**src/rtl/mux_8to1.sv**
```systemverilog
// 8:1 bit multiplexer with a combinational output and an enable-gated
// registered copy that also tracks the captured select and counts output toggles.
module mux_8to1 #(
    parameter int   CNT_W = 4,
    parameter logic RST_Y = 1'b0
) (
    input  logic             clk,
    input  logic             rst_n,
    input  logic [2:0]       s,
    input  logic [7:0]       d,
    input  logic             en,
    output logic             y,
    output logic             y_q,
    output logic [2:0]       s_q,
    output logic             valid,
    output logic [CNT_W-1:0] tog_cnt
);

    localparam logic [CNT_W-1:0] CNT_MAX = '1;

    logic change;

    // Every select code maps to a data bit, so y is never X for known inputs.
    assign y = d[s];

    // A capture toggles the count only when it alters y_q and the count is not saturated.
    assign change = en && (y != y_q) && (tog_cnt != CNT_MAX);

    always_ff @(posedge clk or negedge rst_n) begin
        if (!rst_n) begin
            y_q     <= RST_Y;
            s_q     <= 3'b000;
            valid   <= 1'b0;
            tog_cnt <= '0;
        end else begin
            if (en) begin
                y_q   <= y;
                s_q   <= s;
                valid <= 1'b1;
            end
            if (change) begin
                tog_cnt <= tog_cnt + 1'b1;
            end
        end
    end

endmodule

```
**config.mk**
```make
export PLATFORM = sky130hd
export DESIGN_NAME = mux_8to1
export DESIGN_NICKNAME = d
export VERILOG_FILES = /design/src/rtl/mux_8to1.sv
export SDC_FILE = /design/constraint.sdc
export NUM_CORES = 1
export LEC_CHECK = 0
export BUFFER_PORTS_ARGS = -buffer_cell sky130_fd_sc_hd__buf_4
export CAP_MARGIN = 40
export CORE_AREA = 4 4 41 43
export CTS_CLUSTER_DIAMETER = 100
export DETAILED_ROUTE_END_ITERATION = 10
export DIE_AREA = 0 0 45 47
export SLEW_MARGIN = 20
export SYNTH_ARGS = -nofsm -noshare
export SYNTH_HDL_FRONTEND = slang
export SYNTH_SLANG_ARGS = --single-unit
```
**constraint.sdc**
```tcl
create_clock -name clk -period 2.2 [get_ports clk]
set_input_delay 0.66 -clock clk [delete_from_list [all_inputs] [get_ports clk]]
set_output_delay 0.66 -clock clk [all_outputs]
set_load 0.05 [all_outputs]
```
Word level (Yosys, flattened, before mapping)
Cells that the tools add are included.
{"block": "totals", "ff_bits": 9, "wordCells": 12}
{"block": "op_classes", "add_sub_neg": 1, "order_cmp": 1, "n_eq_ne": 2, "n_mux": 2, "n_reduce_logical": 2}
{"op": "$add 4x1->4 const B", "n": 1}
{"op": "$lt 3x4->1 const B", "n": 1}
{"op": "$ne 4x4->1 const B", "n": 1}
{"op": "$bmux 1 s3", "n": 1}
{"op": "$logic_and 1x1->1", "n": 2}
{"op": "$mux 1", "n": 1}
{"op": "$ne 1x1->1", "n": 1}

Longest topological paths before layout
Gate-level depths: netlist of the first run.
{"block": "depth", "word_depth": 5, "depth_mapped": 6, "ltp_nobuf": 6}

Worst setup path after synthesis of the first run
No wires, ideal clock.
{"block": "synth_path", "path_type": "input to register", "from": "in s[0]", "to": "reg tog_cnt[1]", "setup_ns": 0.125, "t_arrival_ns": 2.188, "path_slack_ns": -0.113, "stages": 4, "path_cell_list": "mux4_1 -> mux2_4 -> mux2_4 -> mux2_4"}
{"block": "synth_via", "elab_chain_len": 5}
{"item": "start, declared", "line": "9", "text": "input logic [2:0] s,"}
{"item": "$bmux 1 s3", "line": "24", "text": "assign y = d[s];"}
{"item": "$mux 1 (not written as such)", "line": "24"}
{"item": "net y", "line": "12", "text": "output logic y,"}
{"item": "$ne 1x1->1", "line": "27", "text": "assign change = en && (y != y_q) && (tog_cnt != CNT_MAX);"}
{"item": "$logic_and 1x1->1 (2 in series)", "line": "27"}
{"item": "end signal, assigned", "line": "42", "text": "tog_cnt <= tog_cnt + 1'b1;"}
{"item": "end, declared", "line": "16", "text": "output logic [CNT_W-1:0] tog_cnt"}
The timed path passes the listed nets, and every way through them passes these cells. The select of a mux whose other input is x is not followed.
A chain may end at the register's enable or synchronous reset.

Final worst setup path of the first run
{"block": "layout_path", "from": "in s[0]", "to": "out y"}
{"block": "layout_via", "elab_chain_len": 2}
{"item": "$bmux 1 s3", "line": "24"}
{"item": "$mux 1 (not written as such)", "line": "24"}
{"item": "end, declared", "line": "12"}
No other way between the ends. The select of a mux whose other input is x is not followed.

==> results.py, run 1 <==
metrics = {
    "status": {
        "status": "finished with violations",
        "violations": "negative setup slack",
    },
    "routing": {
        "drt-initial-drc-count": 1,
        "wire_per_inst_um": 13.6,
        "drc": 0,
        "ant_nets": 0,
        "dr.pass1.iters": 4,
        "wirelength_mm": 1.03,
        "vias": 370,
        "routed_via_density": 4.87,
    },
    "logic_synthesis": {
        "ys_seq_area_share_pct": 48.3,
        "synth_edf_count": 0,
        "yosysTopAreaCell": "dfrtp_1",
        "synth_top_family_by_area": "multiplexers",
        "ys.flop_type": "dfrtp_1",
        "yosys.area_share.simple_pct": 8.85,
        "synth.distinct_cells": 15,
        "syn-cell-area_um2": 467,
        "synth-compound-area-share_pct": 3.22,
        "synth_xor_area_share_pct": 5.63,
        "netlist.area_leader.share_pct": 48.3,
        "yosys-top-cells-area": "dfrtp_1, mux4_1, mux2_2, mux2_4, xor2_1",
        "synthesis.instances": 32,
        "synth_warnings": 0,
        "synthesis.nets": 47,
        "synth_fa_ha_area_share_pct": 2.68,
        "async_flop_share_pct": 100,
        "synthMuxAreaShare_pct": 30.6,
        "synth_seq_cells": 9,
        "synth_commonest_cells": "dfrtp_1, mux2_2, mux2_4, nand3_1",
        "postSynthAreaPerCell_um2": 14.6,
        "synth_most_common_cell": "dfrtp_1",
    },
    "placed_design": {
        "place_hpwl_um": 784,
        "gp_congestion": 0.677,
        "io_buffers": 23,
        "placedCellCount": 71,
    },
    "global_routing": {
        "grt-ovfl-total": 0,
        "grt_pass1_wl_mm": 1.67,
        "antenna_found_initial": 0,
        "grt_pass1_vias": 390,
        "grt_start_max_net_pins": 10,
        "grt_util_all_layers_pct": 11.6,
    },
    "floorplanning": {
        "fp.dieArea_mm2": 0.00212,
        "initial_core_util_pct": 35.9,
        "row_count": 13,
        "chipWidth_um": 45,
        "io_pins": 24,
        "core_area_mm2": 0.00130,
        "die_h_um": 47,
    },
    "cts": {
        "cts_tree": "yes",
        "numCtsBuffers": 3,
        "cts.htree.levels": 1,
        "path_clk_slew_ns": 0.06,
        "cts.root.buffer_cell": "clkbuf_4",
        "cts_buffer_depth": 2,
        "clkLatencyLatePin_ns": 0.26,
        "clock_sinks": 9,
    },
    "pwr": {
        "power_density_mw_per_mm2": 1160,
        "finalPower_uw": 825,
        "power.leakage_nw": 0.333,
        "irDropWorstVdd_mv": 0.465,
    },
    "timing": {
        "rsz0062_at_grt": "yes",
        "timing.hold.ws_ns": 0.210,
        "finalHoldViolations": 0,
        "finalCriticalPeriod_ns": 2.35,
        "slew_viol_final": 0,
        "setup_viol": 1,
        "skew_ns": 0.00101,
        "max_slew_margin_pct": 88.2,
        "max_freq_mhz": 426,
        "fin_ws_ns": -0.148,
        "finalCritPeriodShare_pct": 107,
        "tightestPinTransition_ns": 0.176,
    },
    "worst_setup_path": {
        "path_cells": "buf_8 -> mux4_2 -> mux2_4 -> buf_8",
        "crit_fanout": 4,
        "crit_path_max_incr_delay_ns": 0.48,
        "cp_num_buf_inv": 2,
        "path_class": "primary input to primary output",
        "critical_path.slowest_cell": "mux4_2",
        "cp_num_cells": 4,
        "path_common_cell": "buf_8",
        "endpoint_kind": "primary output",
        "worstSetupStartpointType": "primary input",
        "crit_family": "multiplexers",
        "ff2ff_path_depth": 5,
        "worstPathRequired_ns": 1.54,
        "arrival_ns": 1.69,
    },
    "finish": {
        "stdcell_count": 76,
        "nNetsFinal": 77,
        "drive_gt1_share_pct": 65.6,
        "antennaDiodeCount": 0,
        "area_delta_synth_final_pct": 52.3,
    },
    "flow_run": {
        "max-cap-violations": 0,
    },
    "min_path": {
        "worstHoldPathType": "primary input to asynchronous set/reset pin",
    },
}
==> layout by cell type (no fill, tap or decap) <==
cell      instances
buf_4            24
or2_2             1
xor2_1            2
clkbuf_4          3
mux4_2            2
ha_1              1
a31oi_1           1
nor2_2            1
dfrtp_1           9
clkbuf_1          1
mux2_4            3
a41oi_1           1
buf_8             2
nor2b_1           1
nand3_1           3
nand3b_1          1
mux2_2            4
xnor2_1           1
==> stage by stage <==
stage	setup slack [ns]	instance area (µm²)	setup TNS [ns]	util, %
finish	-0.148	711	-0.148	54.6
floorplan	-0.0612	459	-0.0612	-
CTS	-0.152	703	-0.152	54.0
detailed placement	-0.214	662	-0.434	50.9
global route	-0.176	711	-0.176	54.6
global placement	-0.209	662	-0.386	50.9
==> area by class of cell <==
type,instances,area (µm²)
multi-input combinational,22,230
fill,122,591
clock buffer,4,26.3
tap,15,18.8
sequential,9,225
timing repair buffer,26,210
==> layer usage <==
metal | share of wire (%) | GRT usage (%)
met1 | 39 | 12.5
met4 | 0 | 5.26
met3 | 9.6 | 4.21
met2 | 52 | 20.3
met5 | 0 | 0
==> final timing paths <==
| path | start | endpoint | slack (ns) |
|---|---|---|---|
| worst max-delay path | s[0] | y | -0.15 |
| worst min-delay path | rst_n | tog_cnt[3] | 0.21 |
| worst max register to register | tog_cnt[0] | tog_cnt[1] | 0.62 |
| worst min register to register | valid | valid | 0.48 |
| max in group asynchronous | rst_n | tog_cnt[2] | 1.86 |
| min in group clk | valid | valid | 0.48 |
==> where the power goes <==
| group | internal [mW] | switching (mW) |
|---|---|---|
| Clock | 0.0700 | 0.0604 |
| Sequential | 0.213 | 0.0523 |
| Combinational | 0.173 | 0.256 |
==> sequential cells by signal, summed over array words and instances (netlist names) <==
name / count
s_q: 3
tog_cnt: 4
y_q: 1
valid: 1
==> worst reg2reg max path, cell delays in order, from the launching register on <==
cell	delay [ns]
dfrtp_1	0.43
ha_1	0.25
nand3_1	0.12
nand3_1	0.08
mux2_4	0.30
mux2_4	0.30
==> cells by family after synthesis <==
kind of cell / count (synthesis)
AOI/OAI and AO/OA: 2
DFF: 9
buffers and inverters: 1
adders and majority gates: 1
xor gates and xnor gates: 3
muxes: 9
and+or+nand+nor: 7
==> timing repair <==
| action | 4_1_cts | 5_1_grt |
|---|---|---|
| hold buffers | 0 | 0 |
| gates resized for setup | 4 | 0 |
| setup buffers | 0 | 1 |
| setup endpoints to repair | 1 | 1 |
| endpoints found under the hold margin | 0 | 0 |
No activity file was read; power rests on OpenSTA's default activity.
==> inputs of run 2 (changes only) <==
--- a/config.mk
+++ b/config.mk
@@ -11,6 +11,7 @@
 export CTS_CLUSTER_DIAMETER = 100
 export DETAILED_ROUTE_END_ITERATION = 10
 export DIE_AREA = 0 0 45 47
+export SETUP_SLACK_MARGIN = 0.1
 export SLEW_MARGIN = 20
 export SYNTH_ARGS = -nofsm -noshare
 export SYNTH_HDL_FRONTEND = slang
==> run 2 against run 1 <==
The flow still finishes with violations (negative setup slack). Maximum frequency up 0.90%. Sequential cell count did not move. Non-clock buffer count up 1. Setup slack gained 0.021 ns. Routed wire length fell by 1.8%. Highest routed layer is now met4. Count of clock-buffer cells in the layout unchanged. Total power grew 1.8%. Combinational power is 3% higher. Hold slack got worse by 0.0014 ns. Sequential power is essentially flat.
==> results.py, run 2 (synthesis results as in run 1) <==
metrics = {
    "status": {
        "status": "finished with violations",
        "violations": "negative setup slack",
    },
    "finish": {
        "layout_commonest_cell": "buf_4",
        "final_cell_mix": "buf_4, dfrtp_1, mux2_2",
        "nFillCells": 124,
        "stdcell_count": 77,
        "antennaDiodeCount": 0,
        "area_delta_synth_final_pct": 57.4,
        "nNetsFinal": 78,
        "regMostFlops": "tog_cnt",
        "drive_gt1_share_pct": 66.1,
        "largest_register_ffs": 4,
        "multiInputGateArea_um2": 235,
        "top_regs": "tog_cnt x4, s_q x3",
        "regArea_um2": 225,
    },
    "cts": {
        "numCtsBuffers": 3,
        "cts_tree": "yes",
        "clock_sinks": 9,
        "cts_buffer_depth": 2,
        "cts.htree.levels": 1,
        "path_clk_slew_ns": 0.07,
        "clkLatencyLatePin_ns": 0.26,
        "cts.root.buffer_cell": "clkbuf_4",
        "cts_hold_buf": 0,
    },
    "worst_setup_path": {
        "r2r_slack_ns": 0.59,
        "worstSetupStartpointType": "primary input",
        "worstPathRequired_ns": 1.54,
        "endpoint_kind": "primary output",
        "crit_fanout": 3,
        "arrival_ns": 1.67,
        "path_class": "primary input to primary output",
    },
    "floorplanning": {
        "core_area_mm2": 0.00130,
        "row_count": 13,
        "fp.dieArea_mm2": 0.00212,
        "die_h_um": 47,
        "io_pins": 24,
        "chipWidth_um": 45,
        "initial_core_util_pct": 35.9,
    },
    "placed_design": {
        "placedCellCount": 71,
        "place_hpwl_um": 820,
        "gp_congestion": 0.688,
        "io_buffers": 23,
    },
    "timing": {
        "finalSetupTns_ns": -0.182,
        "finalHoldViolations": 0,
        "slew_viol_final": 0,
        "max_slew_margin_pct": 89.0,
        "skew_ns": 0.00612,
        "finalCriticalPeriod_ns": 2.33,
        "tightestPinTransition_ns": 0.163,
        "timing.hold.ws_ns": 0.209,
        "finalCritPeriodShare_pct": 106,
        "max_freq_mhz": 430,
        "rsz0062_at_grt": "yes",
        "fin_ws_ns": -0.127,
        "setup_viol": 2,
    },
    "flow_run": {
        "max-cap-violations": 0,
    },
    "global_routing": {
        "grt_util_all_layers_pct": 12.1,
        "grt_start_max_net_pins": 10,
        "met2_usage_pct": 20.9,
        "grt_pass1_wl_mm": 1.81,
        "use_met1_pct": 13.7,
        "met3_usage_pct": 3.83,
        "antenna_found_initial": 0,
        "grt-ovfl-total": 0,
        "grt_pass1_vias": 413,
        "grt-busiest-layer": "met2",
    },
    "pwr": {
        "p_clk_share_pct": 15.4,
        "irDropWorstVdd_mv": 0.541,
        "power_switching_uw": 376,
        "p_sw_share_pct": 44.7,
        "p_int_uw": 464,
        "power_frac_seq_pct": 31.6,
        "p_comb_share_pct": 53.0,
        "power_density_mw_per_mm2": 1140,
        "power.leakage_nw": 0.342,
    },
    "routing": {
        "ant_nets": 0,
        "drt-initial-drc-count": 2,
        "drc": 0,
        "routed_via_density": 5.06,
        "dr.pass1.iters": 2,
        "vias": 390,
        "wire_per_inst_um": 13.1,
        "wirelength_mm": 1.01,
    },
    "min_path": {
        "worstHoldPathType": "primary input to asynchronous set/reset pin",
    },
}
[run 2: final cells by class]
cell class | count | area share (%)
tap | 15 | 2.56
sequential | 9 | 30.7
timing repair buffer | 27 | 31.2
multi-input combinational | 22 | 32.0
clock buffer | 4 | 3.58
[run 2: what timing repair did]
action	CTS	global route
resized for setup	4	4
buffers inserted	1	1
endpoints found under the setup margin	1	4
hold endpoints to repair	0	0
[run 2: worst max-delay path: stages]
cell and delay, ns:
buf_8 0.08, mux4_2 0.48, mux2_4 0.29, buf_8 0.15
[run 2: path summary, 6_finish.rpt]
path	from	to	cells past startpoint
setup / recovery	s[0]	y	4
hold / removal	rst_n	tog_cnt[0]	1
setup reg to reg	tog_cnt[0]	tog_cnt[1]	5
hold reg to reg	valid	valid	1
max in group asynchronous	rst_n	valid	1
min in group clk	valid	valid	1
[run 2: metrics by stage]
step | power [mW] | cell area, µm² | setup WS, ns | utilization, %
detailed placement | 0.697 | 662 | -0.214 | 50.9
CTS | 0.838 | 711 | -0.130 | 54.6
global route | 0.894 | 734 | -0.155 | 56.4
global placement | 0.685 | 662 | -0.210 | 50.9
finish | 0.840 | 734 | -0.127 | 56.4
floorplan | 0.554 | 459 | -0.0610 | -
[run 2: routing by layer]
| layer | share of wire (%) | wire length, µm | vias to the layer above |
|---|---|---|---|
| met3 | 9.7 | 98 | 2 |
| met2 | 48 | 482 | 18 |
| li1 | - | - | 182 |
| met1 | 42 | 423 | 188 |
| met5 | 0 | 0 | - |
| met4 | 0.59 | 6 | 0 |
[run 2: power groups by stage]
stage / logic (mW) / clock network (mW) / registers, mW
2_1_floorplan: 0.133 / 0 / 0.421
4_1_cts: 0.436 / 0.135 / 0.267
5_1_grt: 0.471 / 0.146 / 0.278
3_5_place_dp: 0.427 / 0 / 0.270
3_3_place_gp: 0.418 / 0 / 0.267
6_report: 0.445 / 0.129 / 0.265
==> inputs of run 3 (changes only) <==
--- a/config.mk
+++ b/config.mk
@@ -7,10 +7,13 @@
 export LEC_CHECK = 0
 export BUFFER_PORTS_ARGS = -buffer_cell sky130_fd_sc_hd__buf_4
 export CAP_MARGIN = 40
-export CORE_AREA = 4 4 41 43
+export CELL_PAD_IN_SITES_DETAIL_PLACEMENT = 2
+export CELL_PAD_IN_SITES_GLOBAL_PLACEMENT = 2
+export CORE_MARGIN = 4
+export CORE_UTILIZATION = 26
 export CTS_CLUSTER_DIAMETER = 100
 export DETAILED_ROUTE_END_ITERATION = 10
-export DIE_AREA = 0 0 45 47
+export PLACE_DENSITY_LB_ADDON = 0.1
 export SETUP_SLACK_MARGIN = 0.1
 export SLEW_MARGIN = 20
 export SYNTH_ARGS = -nofsm -noshare
==> constraint.sdc (replaced) <==
create_clock -name clk -period 2.65 [get_ports clk]
set_input_delay 0.795 -clock clk [delete_from_list [all_inputs] [get_ports clk]]
set_output_delay 0.795 -clock clk [all_outputs]
set_load 0.05 [all_outputs]
==> run 3 against run 2 <==
First-iteration DRC count down 100%. The run now ends clean. Die area is 20% higher. Critical path depth did not move.
==> results.py, run 3 (synthesis results as in run 1) <==
metrics = {
    "floorplanning": {
        "initial_core_util_pct": 27.3,
        "core_area_mm2": 0.00171,
        "row_count": 15,
        "io_pins": 24,
        "die_h_um": 50.4,
        "fp.dieArea_mm2": 0.00254,
        "chipWidth_um": 50.4,
    },
    "routing": {
        "dr.pass1.iters": 1,
        "wirelength_mm": 1.21,
        "wire_per_inst_um": 14.2,
        "vias": 384,
        "routed_via_density": 4.52,
        "drt-initial-drc-count": 0,
        "drc": 0,
        "ant_nets": 0,
    },
    "cts": {
        "cts_buffer_depth": 2,
        "path_clk_slew_ns": 0.06,
        "cts_tree": "yes",
        "clkLatencyLatePin_ns": 0.26,
        "cts.htree.levels": 1,
        "clock_sinks": 9,
        "cts.root.buffer_cell": "clkbuf_4",
        "numCtsBuffers": 3,
    },
    "finish": {
        "area_delta_synth_final_pct": 54.2,
        "top_regs": "tog_cnt x4, s_q x3",
        "drive_gt1_share_pct": 65.0,
        "utilization_pct": 42.1,
        "regMostFlops": "tog_cnt",
        "final_cell_mix": "buf_4, dfrtp_1, mux2_2",
        "antennaDiodeCount": 0,
        "largest_register_ffs": 4,
        "layout_commonest_cell": "buf_4",
        "design_area_um2": 719,
        "nNetsFinal": 76,
    },
    "min_path": {
        "worstHoldPathType": "primary input to asynchronous set/reset pin",
    },
    "worst_setup_path": {
        "arrival_ns": 1.81,
        "worstPathRequired_ns": 1.86,
        "r2r_slack_ns": 1.05,
        "crit_fanout": 3,
        "crit_end": "y",
        "worstSetupStartpointType": "primary input",
        "path_class": "primary input to primary output",
        "r2r_start": "tog_cnt[0]",
        "endpoint_kind": "primary output",
        "critPathLaunch": "s[0]",
        "ff2ff_path_depth": 5,
        "r2r_end": "tog_cnt[1]",
    },
    "status": {
        "status": "finished clean",
    },
    "timing": {
        "skew_ns": 0.00202,
        "finalCritPeriodShare_pct": 98.3,
        "tightestPinTransition_ns": 0.229,
        "finalHoldViolations": 0,
        "rsz0062_at_grt": "yes",
        "setup_viol": 0,
        "finalCriticalPeriod_ns": 2.61,
        "max_freq_mhz": 384,
        "slew_viol_final": 0,
        "max_slew_margin_pct": 84.7,
    },
    "placed_design": {
        "io_buffers": 23,
        "gp_congestion": 0.695,
        "place_hpwl_um": 995,
        "place_area_um2": 674,
    },
    "global_routing": {
        "grt-ovfl-total": 0,
        "grt_start_max_net_pins": 10,
        "grt_pass1_vias": 428,
        "grt_pass1_wl_mm": 2.06,
        "grt_util_all_layers_pct": 11.5,
        "antenna_found_initial": 0,
    },
    "pwr": {
        "finalPower_uw": 684,
        "power.leakage_nw": 0.330,
        "irDropWorstVdd_mv": 0.327,
        "power_density_mw_per_mm2": 951,
    },
    "flow_run": {
        "max-cap-violations": 0,
    },
}
run 3: cell types whose count changed in the layout (fill, tap and decap cells not counted):
cell	delta
nor2_4	-1
buf_6	-2
nor2_2	+1
run 3: cell type report:
class                      instances  area (µm²)
fill                             187         988
sequential                         9         225
tap                               25        31.3
timing repair buffer              25         206
multi-input combinational         22         230
clock buffer                       4        26.3
run 3: repair_timing:
item | 4_1_cts | 5_1_grt
setup endpoints to repair | 1 | 1
setup buffers | 1 | 0
hold buffers | 0 | 0
resized for setup | 6 | 1
run 3: per-layer routing:
metal  up-vias  wire, µm  GRT usage, %
met1       191       431          11.3
met4         0        17          5.38
met3         2       104          5.93
met5         -         0             0
li1        174         -             -
met2        17       655          19.8
run 3: power by group:
part / leakage (nW) / internal (mW) / switching [mW]
Sequential: 0.102 / 0.177 / 0.0425
Clock: 0.0150 / 0.0580 / 0.0472
Combinational: 0.213 / 0.143 / 0.217
Total: 0.330 / 0.378 / 0.307
run 3: per-stage QoR:
stage / TNS (ns) / worst slack [ns] / hold WS [ns] / std cells
floorplan: 0 / 0.173 / 0.499 / 32
global placement: -0.0351 / -0.0351 / 0.453 / 80
detailed placement: -0.0699 / -0.0699 / 0.453 / 80
CTS: 0 / 0.0417 / 0.337 / 85
global route: 0 / 0.0226 / 0.328 / 85
finish: 0 / 0.0445 / 0.343 / 85
run 3: worst max-delay path, cell delays in order:
cell and delay [ns]:
buf_8 0.08, mux4_2 0.49, mux2_4 0.30, buf_8 0.15
run 3: worst min-delay path by stage:
stage                     slack, ns  endpoint
after floorplan                0.50    s_q[0]
after global placement         0.45     valid
after detailed placement       0.45     valid
after CTS                      0.34     valid
after global routing           0.33    s_q[0]
final                          0.34    s_q[2]
